File: src/rtl/lib_mem.sv
// Shared types and default sizes for the program-memory responder and its loader.
package lib_mem;

  localparam int ADDR_W = 4;
  localparam int DATA_W = 8;

  typedef logic [ADDR_W-1:0] ADDR;
  typedef logic [DATA_W-1:0] WORD;

  typedef enum logic [1:0] {
    RUN,
    LOAD,
    FILL,
    DONE
  } LOAD_STATE;

endpackage

File: src/rtl/load_ctrl.sv
// Byte-stream loader control: walks the write pointer through the image, zero-fills
// the tail after an early end, keeps the running checksum and holds the CPU off.
module load_ctrl #(
  parameter int ADDR_W = lib_mem::ADDR_W,
  parameter int DATA_W = lib_mem::DATA_W,
  parameter int DEPTH  = 1 << ADDR_W
) (
  input  logic              clk,
  input  logic              reset,
  input  logic              ld_start,
  input  logic              ld_valid,
  input  logic [DATA_W-1:0] ld_data,
  input  logic              ld_end,
  output logic              ld_ready,
  output logic              ld_done,
  output logic [DATA_W-1:0] ld_sum,
  output logic              cpu_hold,
  output logic              wr_en,
  output logic [ADDR_W-1:0] wr_addr,
  output logic [DATA_W-1:0] wr_data
);
  import lib_mem::*;

  localparam logic [ADDR_W:0] PTR_LAST = (ADDR_W + 1)'(DEPTH - 1);

  LOAD_STATE         state_q, state_d;
  logic [ADDR_W:0]   ptr_q, ptr_d;
  logic [DATA_W-1:0] sum_q, sum_d;

  always_ff @(posedge clk or posedge reset) begin
    if (reset) begin
      state_q <= RUN;
      ptr_q   <= '0;
      sum_q   <= '0;
    end else begin
      state_q <= state_d;
      ptr_q   <= ptr_d;
      sum_q   <= sum_d;
    end
  end

  always_comb begin
    state_d  = state_q;
    ptr_d    = ptr_q;
    sum_d    = sum_q;
    ld_ready = 1'b0;
    ld_done  = 1'b0;
    cpu_hold = 1'b1;
    wr_en    = 1'b0;
    wr_addr  = ptr_q[ADDR_W-1:0];
    wr_data  = '0;
    case (state_q)
      RUN: begin
        cpu_hold = 1'b0;
        if (ld_start) begin
          state_d = LOAD;
          ptr_d   = '0;
          sum_d   = '0;
        end
      end
      LOAD: begin
        ld_ready = 1'b1;
        if (ld_valid) begin
          wr_en   = 1'b1;
          wr_data = ld_data;
          sum_d   = sum_q + ld_data;
          ptr_d   = ptr_q + 1'b1;
        end
        // A byte landing in the last word completes the image; ld_end alongside it adds nothing.
        if (ld_valid && ptr_q == PTR_LAST) begin
          state_d = DONE;
        end else if (ld_end) begin
          state_d = FILL;
        end
      end
      FILL: begin
        wr_en = 1'b1;
        ptr_d = ptr_q + 1'b1;
        if (ptr_q == PTR_LAST) begin
          state_d = DONE;
        end
      end
      DONE: begin
        ld_done = 1'b1;
        state_d = RUN;
      end
      default: begin
        state_d = RUN;
      end
    endcase
  end

  assign ld_sum = sum_q;

endmodule

File: src/rtl/prog_rom_loader.sv
// Program memory on the CPU bus with a zero-latency fetch port; the image can be
// rewritten at run time through the byte loader while the CPU is held.
module prog_rom_loader #(
  parameter int ADDR_W = lib_mem::ADDR_W,
  parameter int DATA_W = lib_mem::DATA_W,
  parameter int DEPTH  = 1 << ADDR_W
) (
  input  logic              clk,
  input  logic              reset,
  input  logic [ADDR_W-1:0] mem_addr,
  output logic [DATA_W-1:0] mem_data,
  input  logic              ld_start,
  input  logic              ld_valid,
  input  logic [DATA_W-1:0] ld_data,
  input  logic              ld_end,
  output logic              ld_ready,
  output logic              ld_done,
  output logic [DATA_W-1:0] ld_sum,
  output logic              cpu_hold
);

  logic [DATA_W-1:0] mem_q [DEPTH];
  logic              wr_en;
  logic [ADDR_W-1:0] wr_addr;
  logic [DATA_W-1:0] wr_data;

  load_ctrl #(
    .ADDR_W(ADDR_W),
    .DATA_W(DATA_W),
    .DEPTH (DEPTH)
  ) u_load_ctrl (
    .clk     (clk),
    .reset   (reset),
    .ld_start(ld_start),
    .ld_valid(ld_valid),
    .ld_data (ld_data),
    .ld_end  (ld_end),
    .ld_ready(ld_ready),
    .ld_done (ld_done),
    .ld_sum  (ld_sum),
    .cpu_hold(cpu_hold),
    .wr_en   (wr_en),
    .wr_addr (wr_addr),
    .wr_data (wr_data)
  );

  // Every word clears on reset so an interrupted load never leaves a partial image behind.
  for (genvar gi = 0; gi < DEPTH; gi++) begin : g_word
    always_ff @(posedge clk or posedge reset) begin
      if (reset) begin
        mem_q[gi] <= '0;
      end else if (wr_en && wr_addr == ADDR_W'(gi)) begin
        mem_q[gi] <= wr_data;
      end
    end
  end

  assign mem_data = cpu_hold ? '0 : mem_q[mem_addr];

endmodule

File: config.mk
export PLATFORM = sky130hd
export DESIGN_NAME = prog_rom_loader
export DESIGN_NICKNAME = d
export VERILOG_FILES = /design/src/rtl/lib_mem.sv /design/src/rtl/load_ctrl.sv /design/src/rtl/prog_rom_loader.sv
export SDC_FILE = /design/constraint.sdc
export NUM_CORES = 1
export LEC_CHECK = 0
export CAP_MARGIN = 5
export CORE_ASPECT_RATIO = 1.25
export CORE_MARGIN = 2
export CORE_UTILIZATION = 57
export DETAILED_ROUTE_END_ITERATION = 10
export GPL_ROUTABILITY_DRIVEN = 0
export PLACE_DENSITY = 0.88
export SLEW_MARGIN = 20
export SYNTH_ARGS = -nofsm -noshare
export SYNTH_HDL_FRONTEND = slang
export SYNTH_HIERARCHICAL = 1
export SYNTH_SLANG_ARGS = --single-unit
File: constraint.sdc
create_clock -name clk -period 4.9 [get_ports clk]
set_clock_uncertainty 0.1 [all_clocks]
set_input_delay 0.98 -clock clk [delete_from_list [all_inputs] [get_ports clk]]
set_output_delay 0.98 -clock clk [all_outputs]
set_load 0.02 [all_outputs]
## Word-level counts from Yosys, hierarchy flattened

Index checks and enable logic that the tools add are counted.

| cells by class | value |
|---|---|
| reduce and logical (&&, ||, !) cells | 24 |
| equality and inequality tests | 23 |
| muxes and demuxes | 22 |
| bitwise operators | 1 |
| order comparisons | 1 |
| $add $sub $neg | 2 |

Operators with widths:

| kind | count |
|---|---|
| $mux 8 | 7 |
| $bmux 8 s4 | 1 |
| $eq 4x4->1 const B | 8 |
| $logic_and 1x1->1 | 17 |
| $eq 4x3->1 const B | 4 |
| $pmux 8 s2 | 1 |
| $pmux 5 s3 | 1 |
| $mux 5 | 2 |
| $reduce_and 3->1 | 3 |
| $add 8x8->8 | 1 |
| $eq 4x2->1 const B | 2 |
| $mux 2 | 4 |
| $pmux 2 s4 | 1 |
| $add 5x1->5 const B | 1 |
| $eq 5x4->1 const B | 1 |
| $ge 5x5->1 const B | 1 |
| $not 4->5 | 1 |
| $eq 2x2->1 const B | 2 |
| $eq 4x1->1 const B | 1 |
| $logic_not 4->1 | 1 |
| $mux 1 | 4 |
| $ne 2x2->1 const B | 2 |
| $ne 3x2->1 const B | 1 |
| $reduce_bool 3->1 | 1 |
| other kinds (5) | 5 |

| word-level totals | value |
|---|---|
| word-level logic and storage cells | 92 |
| bits in registers | 143 |
| input port bits | 17 |
| output and inout bits | 19 |

## Logic depth before layout (Yosys ltp)

Gate-level depths: netlist (run 1).

| logic depth | value |
|---|---|
| word-level depth | 5 |
| depth in mapped cells | 8 |
| depth with buffers taken out | 7 |

## By module

Netlist (run 1), hierarchy kept.

By module, submodules not included:

| module | area each (um^2) | instances | cells each |
|---|---|---|---|
| prog_rom_loader | 5945.7 | 1 | 375 |
| load_ctrl | 1147.4 | 1 | 122 |

## Least setup slack after synthesis (run 1)

OpenSTA, ideal clock, no wires.

| timing | value |
|---|---|
| path kind | in2out |
| start | in mem_addr[0] |
| end | out mem_data[1] |
| setup slack | 1.582 ns |
| stages on the path | 5 |
| arrival time | 2.238 ns |
| buffers on the path | 2 |
| cell sequence | buf_6 -> buf_4 -> mux4_2 -> a22o_1 -> a221o_1 |

| on the way | value |
|---|---|
| cells in the longest elaborated chain, start to end | 5 |

RTL lines:

| element | line | RTL |
|---|---|---|
| start: declaration | prog_rom_loader.sv:10 | `input logic [ADDR_W-1:0] mem_addr,` |
| $not 4->5 (not written as such) | prog_rom_loader.sv:58 | `assign mem_data = cpu_hold ? '0 : mem_q[mem_addr];` |
| $bmux 8 s4 | prog_rom_loader.sv:58 |  |
| $mux 8 (not written as such) (2 in a row) | prog_rom_loader.sv:58 |  |
| $mux 8 | prog_rom_loader.sv:58 |  |
| end: declaration | prog_rom_loader.sv:11 | `output logic [DATA_W-1:0] mem_data,` |

No other way between the ends. The select of a mux whose other input is x is not followed.

## Final worst setup path (run 1)

| timing | value |
|---|---|
| start | in mem_addr[1] |
| end | out mem_data[3] |

Same word-level chain as after synthesis.

==> impl_metrics.tcl, run 1 <==
set metrics [dict create \
    crit_path_end_kind "primary output" \
    crit_arrival_ns 3.46 \
    finalWirelength_um 16100 \
    numCtsBuffers 17 \
    antenna_found_initial 0 \
    io_pins 36 \
    fin_nets 564 \
    cts_buffer_depth 2 \
    drv_slew 0 \
    start_util_pct 58.3 \
    finalHoldViolations 0 \
    diodes 0 \
    seq_area_frac_synth_pct 50.4 \
    vias 4395 \
    route.detailed.drc 0 \
    rsz0062_at_grt "no" \
    syn-num-nets 529 \
    core.rowCount 45 \
    synth_area_um2 7090 \
    grt_pass1_wl_um 26100 \
    postLayoutCoreUtil_pct 67.2 \
    tritoncts "yes" \
    min_path_type "reg -> reg" \
    yosysTopAreaCell "dfrtp_1" \
    fin_crit_sh_pct 92.7 \
    die_h_um 129 \
    maxCapViolations 0 \
    setup_tns_ns 0 \
    grt_max_degree 74 \
    avgSynthCellArea_um2 14.3 \
    relSlewSlack_pct 37.7 \
    firstDrtPassIters 6 \
    cts_root_buffer "clkbuf_16" \
    cts-resized-gates 0 \
    ys.flop_type "dfrtp_1" \
    ys_warn_count 6 \
    syn2layout_area_growth_pct 15.2 \
    drtIter0Drc 340 \
    worstMarginPinSlew_ns 0.931 \
    crit_path_start_kind "input port" \
    dieWidth_um 104 \
    setup_viol 0 \
    ys_top_cells_by_count "dfrtp_1 (143), mux2_2 (127), mux4_2 (20), mux2i_1 (17), ha_1 (14)" \
    synth_edf_count 0 \
    die_area_um2 13400 \
    max-vdd-ir-drop_uv 359 \
    p_leak_nw 3.96 \
    fp.coreArea_um2 12200 \
    path_clk_slew_ns 0.06 \
    async_flop_share_pct 100 \
    portBuffers 35 \
    synth.distinct_cells 54 \
    netlist_top_cells_area "dfrtp_1 (50%), mux2_2 (20%), mux4_2 (6.4%)" \
    clkSinkCount 143 \
    wl_per_cell_um 22.7 \
    powerDensity_nw_per_um2 463 \
    grt.overflow.total 0 \
    clock_latency_ns 0.42 \
    ys_seq_elements 143 \
    dp_hpwl_um 10800 \
    status "complete, no violations" \
    worstPathRequired_ns 3.82 \
    htree_levels 4 \
    antenna_left 0 \
    grt_pass1_vias 4782 \
    worstSetupPathType "in -> out" \
    synth_cells 497 \
    fin_area_um2 8170 \
    fmax_mhz 220 \
    finalCriticalPeriod_ns 4.54 \
    place_area_um2 7540 \
    routed_via_density 6.20 \
    synth_top_area_share_pct 50.4 \
    cts_setup_buffers 0 \
    crit_fanout 9 \
    drive_above_1_share_pct 38.0 \
    synth.most_common_cell "dfrtp_1" \
    ctsHoldBuffers 0 \
    track_usage_pct 26.0 \
]
power breakdown:
part / leakage (nW) / internal [mW] / switching [mW]
Clock: 0.296 / 0.867 / 0.507
Sequential: 1.98 / 1.33 / 0.113
Combinational: 1.68 / 0.423 / 0.539
worst max-delay path, cell delays in order:
cell and delay (ns):
clkdlybuf4s50_1 0.74, nor2b_1 0.39, a22oi_1 0.16, a22o_1 0.26, a221o_1 0.37, clkdlybuf4s50_1 0.55
area by class of cell:
type / count / area (um2)
Clock buffer: 19 / 443
Clock inverter: 13 / 186
Fill cell: 806 / 3990
Inverter: 12 / 47.5
Multi-Input combinational cell: 313 / 3290
Sequential cell: 143 / 3580
Tap cell: 164 / 205
Timing Repair Buffer: 45 / 420
through the flow:
step / cells / power [mW] / setup slack [ns] / hold slack, ns
2_1_floorplan: 497 / 2.13 / 0.407 / 0.359
3_3_place_gp: 677 / 2.34 / 0.511 / 0.374
3_5_place_dp: 677 / 2.41 / 0.428 / 0.388
4_1_cts: 709 / 3.78 / 0.394 / 0.402
5_1_grt: 709 / 3.95 / 0.335 / 0.410
6_report: 709 / 3.78 / 0.358 / 0.402
sequential cells by signal (all words and copies together), names as in the netlist:
name	flops
u_load_ctrl/ld_sum	8
mem_q	128
u_load_ctrl/ptr_q	5
u_load_ctrl/state_q	2
final timing paths:
path / cells after the start / endpoint / start / slack (ns)
max: 6 / mem_data[3] / mem_addr[1] / 0.36
min: 1 / mem_q[82]$_DFFE_PP0P_ / mem_q[82]$_DFFE_PP0P_ / 0.40
max reg2reg: 7 / mem_q[4]$_DFFE_PP0P_ / u_load_ctrl/state_q[1]$_DFFE_PP0P_ / 1.71
min reg2reg: 1 / mem_q[82]$_DFFE_PP0P_ / mem_q[82]$_DFFE_PP0P_ / 0.40
max in group asynchronous: 3 / mem_q[29]$_DFFE_PP0P_ / reset / 2.74
min in group asynchronous: 2 / u_load_ctrl/ld_sum[4]$_DFFE_PP0P_ / reset / 0.93
cell families after synthesis:
logic type | after synthesis | synth area share (%)
AO/OA/AOI/OAI | 51 | 5.54
XOR/XNOR | 5 | 0.618
adder cells (fa/ha/maj) | 15 | 2.75
buffers and inverters | 41 | 3.19
flip-flops | 143 | 50.4
multiplexers | 173 | 32.0
AND/OR/NAND/NOR | 69 | 5.42
cell usage in the layout, fill, tap and decap left out, drive strengths merged, types with 14 or more instances in the layout:
cell             n
dfrtp          143
mux2i           17
ha              14
nor2            16
clkbuf          19
clkdlybuf4s50   34
mux4            28
mux2           128
inv             14
routing by layer:
| metal | vias to the layer above | routed length, um | track usage [%] |
|---|---|---|---|
| met3 | 32 | 779 | 5.72 |
| met2 | 145 | 8350 | 45.6 |
| met5 | - | 0 | 0 |
| met4 | 0 | 379 | 9.54 |
| met1 | 2297 | 6550 | 32.2 |
| li1 | 1921 | - | - |
Note: power is estimated with default switching activity, not from simulation.
==> inputs of run 2 (changes only) <==
Settings changed: SKIP_LAST_GASP from default to 1.
==> results of run 2 <==
No change in the layout: final DEF, timing and power equal those of run 1.
==> inputs of run 3 (changes only) <==
Settings changed: MAX_ROUTING_LAYER from default to met4, SLEW_MARGIN 20 to 40.
==> run 3 against run 2 <==
Combinational power about the same. Critical path depth unchanged. Non-clock buffer count stayed put. Total power shrank 2.6%. Utilization fell by 0.35 points. Final cell count did not move. Cell area decreased by 0.52%. Register-to-register slack better by 0.08 ns. Clock power decreased by 7%. Maximum frequency decreased by 0.45%. Sequential share of layout area grew 0.23 points.
==> impl_metrics.tcl, run 3 (same netlist as run 1, synthesis figures left out) <==
set metrics [dict create \
    rsz0062_at_grt "no" \
    cts_setup_buffers 0 \
    crit_arrival_ns 3.48 \
    path_clk_slew_ns 0.06 \
    crit_fanout 9 \
    grt_pass1_wl_um 27000 \
    place_area_um2 7540 \
    drv_slew 0 \
    finalWirelength_um 16600 \
    io_pins 36 \
    vias 4451 \
    grt_max_degree 74 \
    diodes 0 \
    firstDrtPassIters 4 \
    cts_buffer_depth 2 \
    cts-resized-gates 0 \
    routed_via_density 6.28 \
    regMostFlops "mem_q" \
    fin_area_um2 8130 \
    worst_path_largest_cell_delay_ns 0.76 \
    layout_common_cells "dfrtp_1 (143), mux2_2 (127), clkdlybuf4s50_1 (34), mux4_2 (20)" \
    fp.coreArea_um2 12200 \
    crit_path_end_kind "primary output" \
    worst_path_max_delay_cell "clkdlybuf4s50_1" \
    min_path_type "reg -> reg" \
    core.rowCount 45 \
    finalCriticalPeriod_ns 4.56 \
    largest_reg_flops 128 \
    setup_viol 0 \
    postLayoutCoreUtil_pct 66.8 \
    start_util_pct 58.3 \
    max-vdd-ir-drop_uv 360 \
    powerDensity_nw_per_um2 453 \
    antenna_left 0 \
    crit_start "mem_addr[1]" \
    relSlewSlack_pct 47.0 \
    dieWidth_um 104 \
    tritoncts "yes" \
    ctsHoldBuffers 0 \
    maxCapViolations 0 \
    wl_per_cell_um 23.4 \
    drive_above_1_share_pct 38.2 \
    finalHoldViolations 0 \
    cts_root_buffer "clkbuf_16" \
    worstSetupPathType "in -> out" \
    portBuffers 35 \
    p_leak_nw 3.93 \
    reg2reg_from "u_load_ctrl/state_q[1]$_DFFE_PP0P_" \
    final_common_cell "dfrtp_1" \
    fmax_mhz 219 \
    setup_tns_ns 0 \
    route.detailed.drc 0 \
    die_area_um2 13400 \
    die_h_um 129 \
    clock_latency_ns 0.42 \
    track_usage_pct 27.8 \
    worstMarginPinSlew_ns 0.795 \
    status "complete, no violations" \
    crit_top_cell "clkdlybuf4s50_1" \
    grt_pass1_vias 4907 \
    syn2layout_area_growth_pct 14.6 \
    fin_crit_sh_pct 93.1 \
    dp_hpwl_um 10900 \
    antenna_found_initial 0 \
    fin_nets 564 \
    crit_path_start_kind "input port" \
    fillCellCount 830 \
    hold_start "mem_q[78]$_DFFE_PP0P_" \
    drtIter0Drc 323 \
    clkSinkCount 143 \
    worstPathRequired_ns 3.82 \
    grt.overflow.total 0 \
    crit_chain "clkdlybuf4s50_1 > nor2b_1 > a22oi_1 > a22o_1 > a221o_1 > clkdlybuf4s50_1" \
    numCtsBuffers 17 \
    htree_levels 4 \
]
run 3: cell count changes in the layout (fill, tap and decap cells not counted):
cell	delta
inv_4	-1
clkinv_2	+1
bufinv_16	-2
inv_6	+1
clkinvlp_4	+1
nor2_2	+1
nor2_1	-1
run 3: power by group:
part | switching (mW) | internal, mW
Clock | 0.506 | 0.762
Combinational | 0.542 | 0.423
Sequential | 0.117 | 1.33
run 3: area by class of cell:
type | instances | area [um2] | area share (%)
sequential | 143 | 3580 | 44.0
multi-input combinational | 313 | 3290 | 40.5
clock buffer | 19 | 443 | 5.45
timing repair buffer | 45 | 420 | 5.17
tap | 164 | 205 | 2.53
clock inverter | 13 | 139 | 1.71
inverter | 12 | 50.0 | 0.616
run 3: worst max-delay path: cells and delay by family:
family / cells / cell delay, ns
simple gates: 1 / 0.38
buf+inv: 2 / 1.31
compound gates: 3 / 0.81
run 3: worst paths after layout:
check,endpoint,slack (ns),cells after the start
min reg2reg,mem_q[78]$_DFFE_PP0P_,0.40,1
max in group asynchronous,mem_q[22]$_DFFE_PP0P_,2.87,3
max,mem_data[3],0.34,6
min,mem_q[78]$_DFFE_PP0P_,0.40,1
max reg2reg,mem_q[107]$_DFFE_PP0P_,1.79,7
min in group asynchronous,u_load_ctrl/ld_sum[4]$_DFFE_PP0P_,0.98,2
run 3: through the flow:
step / hold WS, ns / power [mW] / setup WS [ns] / std cells
2_1_floorplan: 0.359 / 2.13 / 0.407 / 497
5_1_grt: 0.419 / 3.85 / 0.304 / 709
4_1_cts: 0.403 / 3.69 / 0.367 / 709
3_5_place_dp: 0.388 / 2.41 / 0.431 / 677
6_report: 0.403 / 3.68 / 0.337 / 709
3_3_place_gp: 0.374 / 2.34 / 0.511 / 677
run 3: per-layer routing:
layer,wire [um],global-route usage (%),vias up
met4,286,10.2,0
met1,6720,33.4,2342
met3,885,6.08,34
met5,0,-,-
li1,-,-,1909
met2,8710,46.8,166
